<file path="config.mk">
export PLATFORM = sky130hd
export DESIGN_NAME = qr_stream_decode_flat
export DESIGN_NICKNAME = d
export VERILOG_FILES = /design/src/rtl/qr_stream_decode_if.sv /design/src/rtl/qr_stream_decode.sv /design/src/flat_wrapper.sv
export SDC_FILE = /design/constraint.sdc
export NUM_CORES = 1
export LEC_CHECK = 0
export CAP_MARGIN = 5
export CORE_ASPECT_RATIO = 2
export CORE_MARGIN = 2
export CORE_UTILIZATION = 45
export CTS_CLUSTER_SIZE = 28
export DETAILED_ROUTE_END_ITERATION = 10
export GPL_TIMING_DRIVEN = 0
export PLACE_DENSITY_LB_ADDON = 0.05
export SYNTH_ARGS = -nofsm -noshare
export SYNTH_HDL_FRONTEND = slang
export SYNTH_SLANG_ARGS = --single-unit
export TNS_END_PERCENT = 100
</file>
<file path="constraint.sdc">
create_clock -name clk -period 1.7 [get_ports clk]
set_input_delay 0.34 -clock clk [delete_from_list [all_inputs] [get_ports clk]]
set_output_delay 0.34 -clock clk [all_outputs]
set_load 0.03 [all_outputs]
</file>
<file path="src/rtl/qr_stream_decode_if.sv">
// Handshake bundle for qr_stream_decode: frame load on the master side,
// byte stream plus end-of-frame status back from the decoder.
interface qr_stream_decode_if #(
    parameter int unsigned MAX_BYTES = 26
);
    localparam int unsigned IN_W = 12 + 8 * MAX_BYTES;

    logic            start;
    logic [IN_W-1:0] in;
    logic            out_ready;
    logic [7:0]      code_out;
    logic            valid;
    logic            finish;
    logic            error;
    logic            busy;

    modport master (
        output start, in, out_ready,
        input  code_out, valid, finish, error, busy
    );

    modport slave (
        input  start, in, out_ready,
        output code_out, valid, finish, error, busy
    );
endinterface

</file>
<file path="src/rtl/qr_stream_decode.sv">
// Byte-mode QR frame unpacker: latches a whole frame on start, checks the header
// and streams data bytes out under valid/out_ready, ending with a finish pulse.
module qr_stream_decode #(
    parameter int unsigned MAX_BYTES = 26,
    parameter logic [3:0]  MODE_BYTE = 4'b0100
) (
    input logic                clk,
    input logic                rst_n,
    qr_stream_decode_if.slave  bus
);
    localparam int unsigned IN_W  = 12 + 8 * MAX_BYTES;
    localparam int unsigned DW    = IN_W - 12;
    localparam int unsigned CNT_W = $clog2(MAX_BYTES + 1);

    typedef enum logic [1:0] {StIdle, StSend, StFin, StErr} state_e;

    state_e             state_q, state_d;
    logic [DW-1:0]      buf_q, buf_d;
    logic [CNT_W-1:0]   count_q, count_d;
    logic [CNT_W-1:0]   sent_q, sent_d;
    logic [7:0]         code_out_q, code_out_d;
    logic               valid_q, valid_d;
    logic               finish_q, finish_d;
    logic               error_q, error_d;
    logic               busy_q, busy_d;

    logic [3:0]         mode_in;
    logic [7:0]         cnt_in;
    logic [CNT_W-1:0]   sent_inc;

    assign mode_in  = bus.in[IN_W-1 -: 4];
    assign cnt_in   = bus.in[IN_W-5 -: 8];
    assign sent_inc = sent_q + CNT_W'(1);

    always_comb begin
        state_d = state_q;
        buf_d   = buf_q;
        count_d = count_q;
        sent_d  = sent_q;

        unique case (state_q)
            StIdle: begin
                if (bus.start) begin
                    buf_d   = bus.in[DW-1:0];
                    count_d = cnt_in[CNT_W-1:0];
                    sent_d  = '0;
                    if (mode_in != MODE_BYTE || {24'd0, cnt_in} > MAX_BYTES) begin
                        state_d = StErr;
                    end else if (cnt_in == 8'd0) begin
                        state_d = StFin;
                    end else begin
                        state_d = StSend;
                    end
                end
            end
            StSend: begin
                // valid is high throughout SEND, so out_ready alone marks a transfer
                if (bus.out_ready) begin
                    buf_d  = {buf_q[DW-9:0], 8'h00};
                    sent_d = sent_inc;
                    if (sent_inc == count_q) begin
                        state_d = StFin;
                    end
                end
            end
            StFin:   state_d = StIdle;
            StErr:   state_d = StIdle;
            default: state_d = StIdle;
        endcase

        // Outputs are computed from the next state so they register alongside it
        valid_d    = (state_d == StSend);
        code_out_d = valid_d ? buf_d[DW-1 -: 8] : 8'h00;
        finish_d   = (state_d == StFin) || (state_d == StErr);
        error_d    = (state_d == StErr);
        busy_d     = (state_d != StIdle);
    end

    always_ff @(posedge clk or negedge rst_n) begin
        if (!rst_n) begin
            state_q    <= StIdle;
            buf_q      <= '0;
            count_q    <= '0;
            sent_q     <= '0;
            code_out_q <= 8'h00;
            valid_q    <= 1'b0;
            finish_q   <= 1'b0;
            error_q    <= 1'b0;
            busy_q     <= 1'b0;
        end else begin
            state_q    <= state_d;
            buf_q      <= buf_d;
            count_q    <= count_d;
            sent_q     <= sent_d;
            code_out_q <= code_out_d;
            valid_q    <= valid_d;
            finish_q   <= finish_d;
            error_q    <= error_d;
            busy_q     <= busy_d;
        end
    end

    assign bus.code_out = code_out_q;
    assign bus.valid    = valid_q;
    assign bus.finish   = finish_q;
    assign bus.error    = error_q;
    assign bus.busy     = busy_q;

    a_err_with_finish: assert property (@(posedge clk) disable iff (!rst_n)
        error_q |-> finish_q);
    a_no_valid_at_finish: assert property (@(posedge clk) disable iff (!rst_n)
        finish_q |-> !valid_q);
endmodule
</file>
<file path="src/flat_wrapper.sv">
// flat-port wrapper written by rule: the top's interface ports become plain ports
module qr_stream_decode_flat 
#(
    parameter int unsigned MAX_BYTES = 26,
    parameter logic [3:0]  MODE_BYTE = 4'b0100
)
  (clk, rst_n, bus_start, bus_in, bus_out_ready, bus_code_out, bus_valid, bus_finish, bus_error, bus_busy);
  qr_stream_decode_if #(.MAX_BYTES(MAX_BYTES)) bus_i ();
  input logic clk;
  input logic rst_n;
  input wire logic [$bits(bus_i.start)-1:0] bus_start;
  input wire logic [$bits(bus_i.in)-1:0] bus_in;
  input wire logic [$bits(bus_i.out_ready)-1:0] bus_out_ready;
  output wire logic [$bits(bus_i.code_out)-1:0] bus_code_out;
  output wire logic [$bits(bus_i.valid)-1:0] bus_valid;
  output wire logic [$bits(bus_i.finish)-1:0] bus_finish;
  output wire logic [$bits(bus_i.error)-1:0] bus_error;
  output wire logic [$bits(bus_i.busy)-1:0] bus_busy;
  assign bus_i.start = bus_start;
  assign bus_i.in = bus_in;
  assign bus_i.out_ready = bus_out_ready;
  assign bus_code_out = bus_i.code_out;
  assign bus_valid = bus_i.valid;
  assign bus_finish = bus_i.finish;
  assign bus_error = bus_i.error;
  assign bus_busy = bus_i.busy;
  qr_stream_decode #(.MAX_BYTES(MAX_BYTES), .MODE_BYTE(MODE_BYTE)) u_core (.clk(clk), .rst_n(rst_n), .bus(bus_i));
endmodule
</file>
# Word level (Yosys, flattened, before mapping)
# Cells that the tools add are included.
# word_totals
register_bits	232
output_inout_bits	12
# op_classes
muxes	13
addsub	1
n_reduce_logical	9
n_lt_le_gt_ge	1
n_eq_ne	10
# op_table
op	n
208-bit two-way mux	2
208-bit case mux with 2 select lines	1
2-bit two-way mux	5
5-bit two-way mux	2
5-bit case mux with 2 select lines	1
2-bit == test (second input constant)	4
8-bit by 5-bit > comparator with 1-bit output (second input constant)	1
8-bit zero test	1
8-bit two-way mux	1
2-bit case mux with 3 select lines	1
5-bit by 1-bit adder with 5-bit output (second input constant)	1
5-bit == test	1
2-bit by 1-bit == test with 1-bit output (second input constant)	2
2-bit inequality test (second input constant)	2
4-bit by 3-bit inequality test with 1-bit output (second input constant)	1
2-bit nonzero test	2
3-bit AND reduction	1
2-bit zero test	1
1-bit logical OR	2
2-bit AND reduction	1
2-bit OR reduction	1

# Longest topological paths before layout
# depth
ltp_word	7
ltp_mapped	7
mapped_depth_nobuf	5

# Least setup slack after synthesis
# OpenSTA, ideal clock, no wires.
# synth_path
path_kind	register to register
from	register u_core.sent_q[0]
to	register u_core.code_out_q[0] (netlist: u_core.bus.code_out[0])
path_buffers	1
period_less_slack_ns	1.603
stages_incl_launch_ff	6
required_ns	1.562
path_slack_ns	0.097
arrival_time_ns	1.465
setup_ns	0.138
cell_sequence	dfrtp_1 ha_1 o31a_1 a211oi_2 buf_2 a211oi_1
# synth_via
elab_chain_cells	7
# synth_rtl
item	line_no	source
start, declared	qr_stream_decode.sv:20	logic [CNT_W-1:0] sent_q, sent_d;
start signal, assigned	qr_stream_decode.sv:94	sent_q <= sent_d;
5-bit by 1-bit adder with 5-bit output	qr_stream_decode.sv:33	assign sent_inc = sent_q + CNT_W'(1);
5-bit == test	qr_stream_decode.sv:61	if (sent_inc == count_q) begin
2-bit two-way mux	qr_stream_decode.sv:61	
2-bit two-way mux	qr_stream_decode.sv:58	if (bus.out_ready) begin
2-bit case mux with 3 select lines	qr_stream_decode.sv:41	unique case (state_q)
2-bit by 1-bit == test with 1-bit output	qr_stream_decode.sv:72	valid_d = (state_d == StSend);
8-bit two-way mux	qr_stream_decode.sv:73	code_out_d = valid_d ? buf_d[DW-1 -: 8] : 8'h00;
net u_core.code_out_d[0]	qr_stream_decode.sv:21	logic [7:0] code_out_q, code_out_d;
end signal, assigned	qr_stream_decode.sv:95	code_out_q <= code_out_d;
end, declared	qr_stream_decode.sv:21	
# The timed path passes the listed nets, and every way through them passes these cells.
# A chain may end at the register's enable or synchronous reset.

# Worst setup path after layout
# layout_path
from	register u_core.sent_q[0]
to	register u_core.code_out_q[6] (netlist: u_core.bus.code_out[6])
# The elaborated chain is that of the path after synthesis.

==> impl_results.html <==
<table>
<tr><th>Metric</th><th>Value</th></tr>
<tr><th colspan="2">Floorplanning</th></tr>
<tr><td>Die Width</td><td>about 110 µm</td></tr>
<tr><td>Die Span Y</td><td>214 µm</td></tr>
<tr><td>Site row count</td><td>76</td></tr>
<tr><td>Core outline area</td><td>21600 µm²</td></tr>
<tr><td>Number of top-level pins</td><td>~240</td></tr>
<tr><td>Total die area</td><td>23300 µm²</td></tr>
<tr><td>Effective utilization at floorplan</td><td>between 40% and 50%</td></tr>
<tr><th colspan="2">Power</th></tr>
<tr><td>P_leak</td><td>approximately 0.0067 µW</td></tr>
<tr><td>Comb power frac</td><td>roughly 36%</td></tr>
<tr><td>Power Density</td><td>roughly 1700 nW/µm²</td></tr>
<tr><td>Max IR drop VDD</td><td>around 0.93 mV</td></tr>
<tr><td>Sequential share of power</td><td>about two fifths</td></tr>
<tr><td>Share of power burned in the clock network</td><td>between 20% and 30%</td></tr>
<tr><td>Fraction of power spent switching nets</td><td>36.0%</td></tr>
<tr><td>Switching power summed over all nets</td><td>around 8600 µW</td></tr>
<tr><td>Internal power contribution</td><td>15400 µW</td></tr>
<tr><th colspan="2">Clock network</th></tr>
<tr><td>Clock-pin transition on the worst setup and hold timing paths</td><td>roughly 0.070 ns</td></tr>
<tr><td>Buffer type at the clock tree root</td><td>clkbuf_16</td></tr>
<tr><td>CTS HTree Levels</td><td>1</td></tr>
<tr><td>CTS tree</td><td>yes</td></tr>
<tr><td>Cts bufs inserted</td><td>22</td></tr>
<tr><td>Longest Clk Path Bufs</td><td>3</td></tr>
<tr><td>Clk Latency, worst-skew pair</td><td>between 0.5 and 0.6 ns</td></tr>
<tr><td>Sinks on the clock net</td><td>around 230</td></tr>
<tr><th colspan="2">STA</th></tr>
<tr><td>Setup repair after global routing missed its margin</td><td>yes</td></tr>
<tr><td>Fmax</td><td>just under 0.6 GHz</td></tr>
<tr><td>Setup TNS Final</td><td>-0.0676 ns</td></tr>
<tr><td>Final setup violation count</td><td>6</td></tr>
<tr><td>Final worst-path cycle share</td><td>101%</td></tr>
<tr><td>Final period demand of the worst path</td><td>between 1.5 and 2 ns</td></tr>
<tr><td>Normalized max-slew margin</td><td>between 50% and 60%</td></tr>
<tr><td>Crit path setup slack, layout</td><td>-0.0177 ns</td></tr>
<tr><td>Transition time of the tightest slew-check pin</td><td>~0.66 ns</td></tr>
<tr><td>Final Max Tran Viols</td><td>0</td></tr>
<tr><td>Max Clock Skew</td><td>0.00547 ns</td></tr>
<tr><td>Hold Vio Cnt, Final</td><td>0</td></tr>
<tr><th colspan="2">Finish</th></tr>
<tr><td>Number of cells in the finished layout apart from fillers</td><td>between 1500 and 2000</td></tr>
<tr><td>Layout Area Growth over Synthesis</td><td>39.5%</td></tr>
<tr><td>Share of final-layout standard cells stronger than drive strength 1</td><td>roughly an eighth</td></tr>
<tr><td>Number of fillers in the final layout</td><td>between 1500 and 2000</td></tr>
<tr><td>Count of nets after finishing</td><td>1505</td></tr>
<tr><td>Leading cell type in the layout, fill and taps excluded</td><td>nand2_1</td></tr>
<tr><td>Commonest non-fill, non-tap cells in the layout</td><td>397 x nand2_1, 229 x dfrtp_1, 220 x clkdlybuf4s50_1</td></tr>
<tr><th colspan="2">Global route</th></tr>
<tr><td>Antenna violations before repair</td><td>3</td></tr>
<tr><td>Vias in the first global route</td><td>8845</td></tr>
<tr><td>Pin count of the biggest net entering global routing</td><td>121</td></tr>
<tr><td>Remaining Overflow, GRT</td><td>0</td></tr>
<tr><td>Combined global-route utilization of all metal layers</td><td>~25%</td></tr>
<tr><td>Global-route wire length before repair</td><td>about 46000 µm</td></tr>
<tr><th colspan="2">Synth</th></tr>
<tr><td>Distinct cell type count after synthesis</td><td>40</td></tr>
<tr><td>Mean instance size in the synthesized netlist</td><td>between 9 and 10 µm²</td></tr>
<tr><td>Area share of the largest cell type after synthesis</td><td>about three fifths</td></tr>
<tr><td>Synth Register Bits</td><td>232</td></tr>
<tr><td>Yosys top cell by area</td><td>dfrtp_1</td></tr>
<tr><td>Number of warnings issued by yosys</td><td>0</td></tr>
<tr><td>Syn Std Cell Area</td><td>9910 µm²</td></tr>
<tr><td>Cells after Synth</td><td>just over 1000</td></tr>
<tr><td>Top area cells in the synthesized netlist</td><td>dfrtp_1 59%, nand2_1 15%, a22oi_1 15%, buf_2 2.4%, a22o_1 1.5%</td></tr>
<tr><td>Syn nets</td><td>1233</td></tr>
<tr><td>Share of synthesized area occupied by flip-flops and latches</td><td>58.6%</td></tr>
<tr><th colspan="2">Flow run</th></tr>
<tr><td>Max-cap violations</td><td>0</td></tr>
<tr><th colspan="2">Detailed routing</th></tr>
<tr><td>Drt first-iter violations</td><td>around 600</td></tr>
<tr><td>Detailed-route wire length per cell</td><td>approximately 18 µm</td></tr>
<tr><td>Drt total wl</td><td>approximately 29000 µm</td></tr>
<tr><td>Detail-routed via count per cell</td><td>between 5 and 6</td></tr>
<tr><td>Drc violations</td><td>0</td></tr>
<tr><td>Length of the first detailed-routing pass in iterations</td><td>5</td></tr>
<tr><td>Post-route ant nets</td><td>0</td></tr>
<tr><td>Vias</td><td>8244</td></tr>
<tr><th colspan="2">Critical path</th></tr>
<tr><td>Data arrival time of the critical path</td><td>2.11 ns</td></tr>
<tr><td>Capture point of the critical path</td><td>u_core.bus.code_out[6]$_DFF_PN0_</td></tr>
<tr><td>Required time at the endpoint of the critical path</td><td>2.09 ns</td></tr>
<tr><td>Capture instance of the worst register-to-register path</td><td>u_core.bus.code_out[6]$_DFF_PN0_</td></tr>
<tr><td>Logic depth of the worst register-to-register path</td><td>6</td></tr>
<tr><td>Type of origin of the critical path</td><td>flop</td></tr>
<tr><td>R2R setup slack</td><td>-0.02 ns</td></tr>
<tr><td>R2r startpoint</td><td>u_core.sent_q[0]$_DFFE_PN0P_</td></tr>
<tr><td>Setup crit end kind</td><td>flop</td></tr>
<tr><td>Worst setup path category</td><td>reg2reg</td></tr>
<tr><td>Critical Path Start</td><td>u_core.sent_q[0]$_DFFE_PN0P_</td></tr>
<tr><td>Critical path peak fanout</td><td>5</td></tr>
<tr><th colspan="2">Min path</th></tr>
<tr><td>Kind of path behind the tightest hold check</td><td>in2reg</td></tr>
<tr><th colspan="2">Place</th></tr>
<tr><td>Instance count after placement with tap cells included</td><td>approximately 1500</td></tr>
<tr><td>Routability-driven placement congestion ratio</td><td>0.872</td></tr>
<tr><td>Count of input and output buffers</td><td>between 200 and 250</td></tr>
<tr><td>Detailed placement HPWL</td><td>21600 µm</td></tr>
<tr><th colspan="2">Outcome</th></tr>
<tr><td>Status</td><td>finished, violations left</td></tr>
<tr><td>Violated checks</td><td>negative setup slack</td></tr>
</table>
-- state kept, by name (all words and copies together) (netlist names) --
signal / flops
u_core.count_q: 5
u_core.bus.code_out: 8
u_core.buf_q: 208
u_core.state_q: 2
u_core.sent_q: 5
u_core.bus.busy: 1
u_core.bus.valid: 1
u_core.bus.finish: 1
u_core.bus.error: 1
-- kinds of logic (layout without fill, tap and decap cells) --
family | count (synthesis) | in the layout | synth area share (%)
buffers and inverters | 84 | 372 | 3.89
and+or+nand+nor | 422 | 422 | 16.6
muxes | 12 | 12 | 1.29
adders and majority gates | 1 | 1 | 0.126
AOI/OAI and AO/OA | 251 | 251 | 18.8
xor gates and xnor gates | 6 | 6 | 0.682
DFF | 232 | 232 | 58.6
other | 0 | 3 | 0
-- worst max-delay path: stages, from the launching register on --
cell,delay [ns]
dfrtp_1,0.42
buf_6,0.13
and3_4,0.17
xor3_1,0.27
a211oi_2,0.31
buf_4,0.22
a211oi_2,0.07
-- repair_timing --
item | in CTS | in global routing
endpoints found under the hold margin | 119 | 0
pin swaps | 3 | 1
endpoints found under the setup margin | 217 | 316
setup buffers | 7 | 4
cloned | 1 | 0
hold buffers | 1 | 0
resized for setup | 53 | 72
-- per-stage QoR --
step / power (µW) / hold WS (ns) / utilization [%] / worst slack (ns) / cell area, µm²
2_1_floorplan: 15000 / 0.0444 / - / 0.0974 / 9910
3_3_place_gp: 17700 / 0.458 / 58.4 / -9.63 / 12600
3_5_place_dp: 17900 / 0.463 / 58.5 / -0.765 / 12600
4_1_cts: 23900 / 0.317 / 63.1 / -0.0202 / 13600
5_1_grt: 25800 / 0.349 / 64.1 / -0.0869 / 13800
6_report: 24000 / 0.346 / 64.1 / -0.0177 / 13800
-- power groups by stage --
| stage | Sequential [µW] | Clock [µW] | Combinational (µW) |
|---|---|---|---|
| floorplan | 9540 | 0 | 5420 |
| global placement | 9750 | 0 | 7920 |
| detailed placement | 9790 | 0 | 8140 |
| CTS | 9740 | 5650 | 8510 |
| global route | 10000 | 5840 | 9940 |
| finish | 9750 | 5500 | 8740 |
-- area by class of cell --
cell class                 instances  area (µm²)  area share, %
clock buffer                      32         679           4.91
multi-input combinational        692        3840           27.8
sequential                       232        5810           42.0
antenna                            3        7.51         0.0543
inverter                          11        41.3          0.299
buffer                            73         494           3.57
clock inverter                     8         140           1.01
timing repair buffer             248        2470           17.9
tap                              273         342           2.47
-- worst min-delay path by stage --
stage	startpoint	to	slack (ns)	cells past startpoint
floorplan	rst_n	u_core.buf_q[0]$_DFFE_PN0P_	0.04	0
detailed placement	u_core.buf_q[50]$_DFFE_PN0P_	u_core.buf_q[50]$_DFFE_PN0P_	0.46	2
global placement	u_core.buf_q[122]$_DFFE_PN0P_	u_core.buf_q[122]$_DFFE_PN0P_	0.46	2
finish	bus_start	u_core.bus.busy$_DFF_PN0_	0.35	3
global route	bus_start	u_core.bus.busy$_DFF_PN0_	0.35	3
CTS	bus_start	u_core.bus.busy$_DFF_PN0_	0.32	3
-- per-layer routing --
metal  track usage [%]  up-vias  share of wire (%)
met4              10.0        0                3.4
met5                 0        -                  0
met3              4.99       44                5.5
met2              48.6      207                 58
met1              25.4     3952                 33
li1                  -     4041                  -
-- cells in the mapped netlist (all sizes together) --
cell type / count
a211oi: 10
inv: 11
o21ai: 13
ha: 1
a21oi: 9
or4: 1
dfrtp: 232
and3: 2
mux2i: 6
o211ai: 1
nand3: 3
o2111ai: 1
nor2b: 3
clkbuf: 17
mux2: 6
o31ai: 2
xor2: 2
and3b: 1
nor4b: 1
nor3: 1
a21bo: 2
nor3b: 3
a22oi: 192
buf: 56
and4b: 1
xor3: 1
nand2: 397
o31a: 2
or2: 1
nor2: 8
a22o: 17
a221oi: 1
xnor2: 3
o221ai: 1
Power figures use the tool's default switching activity.
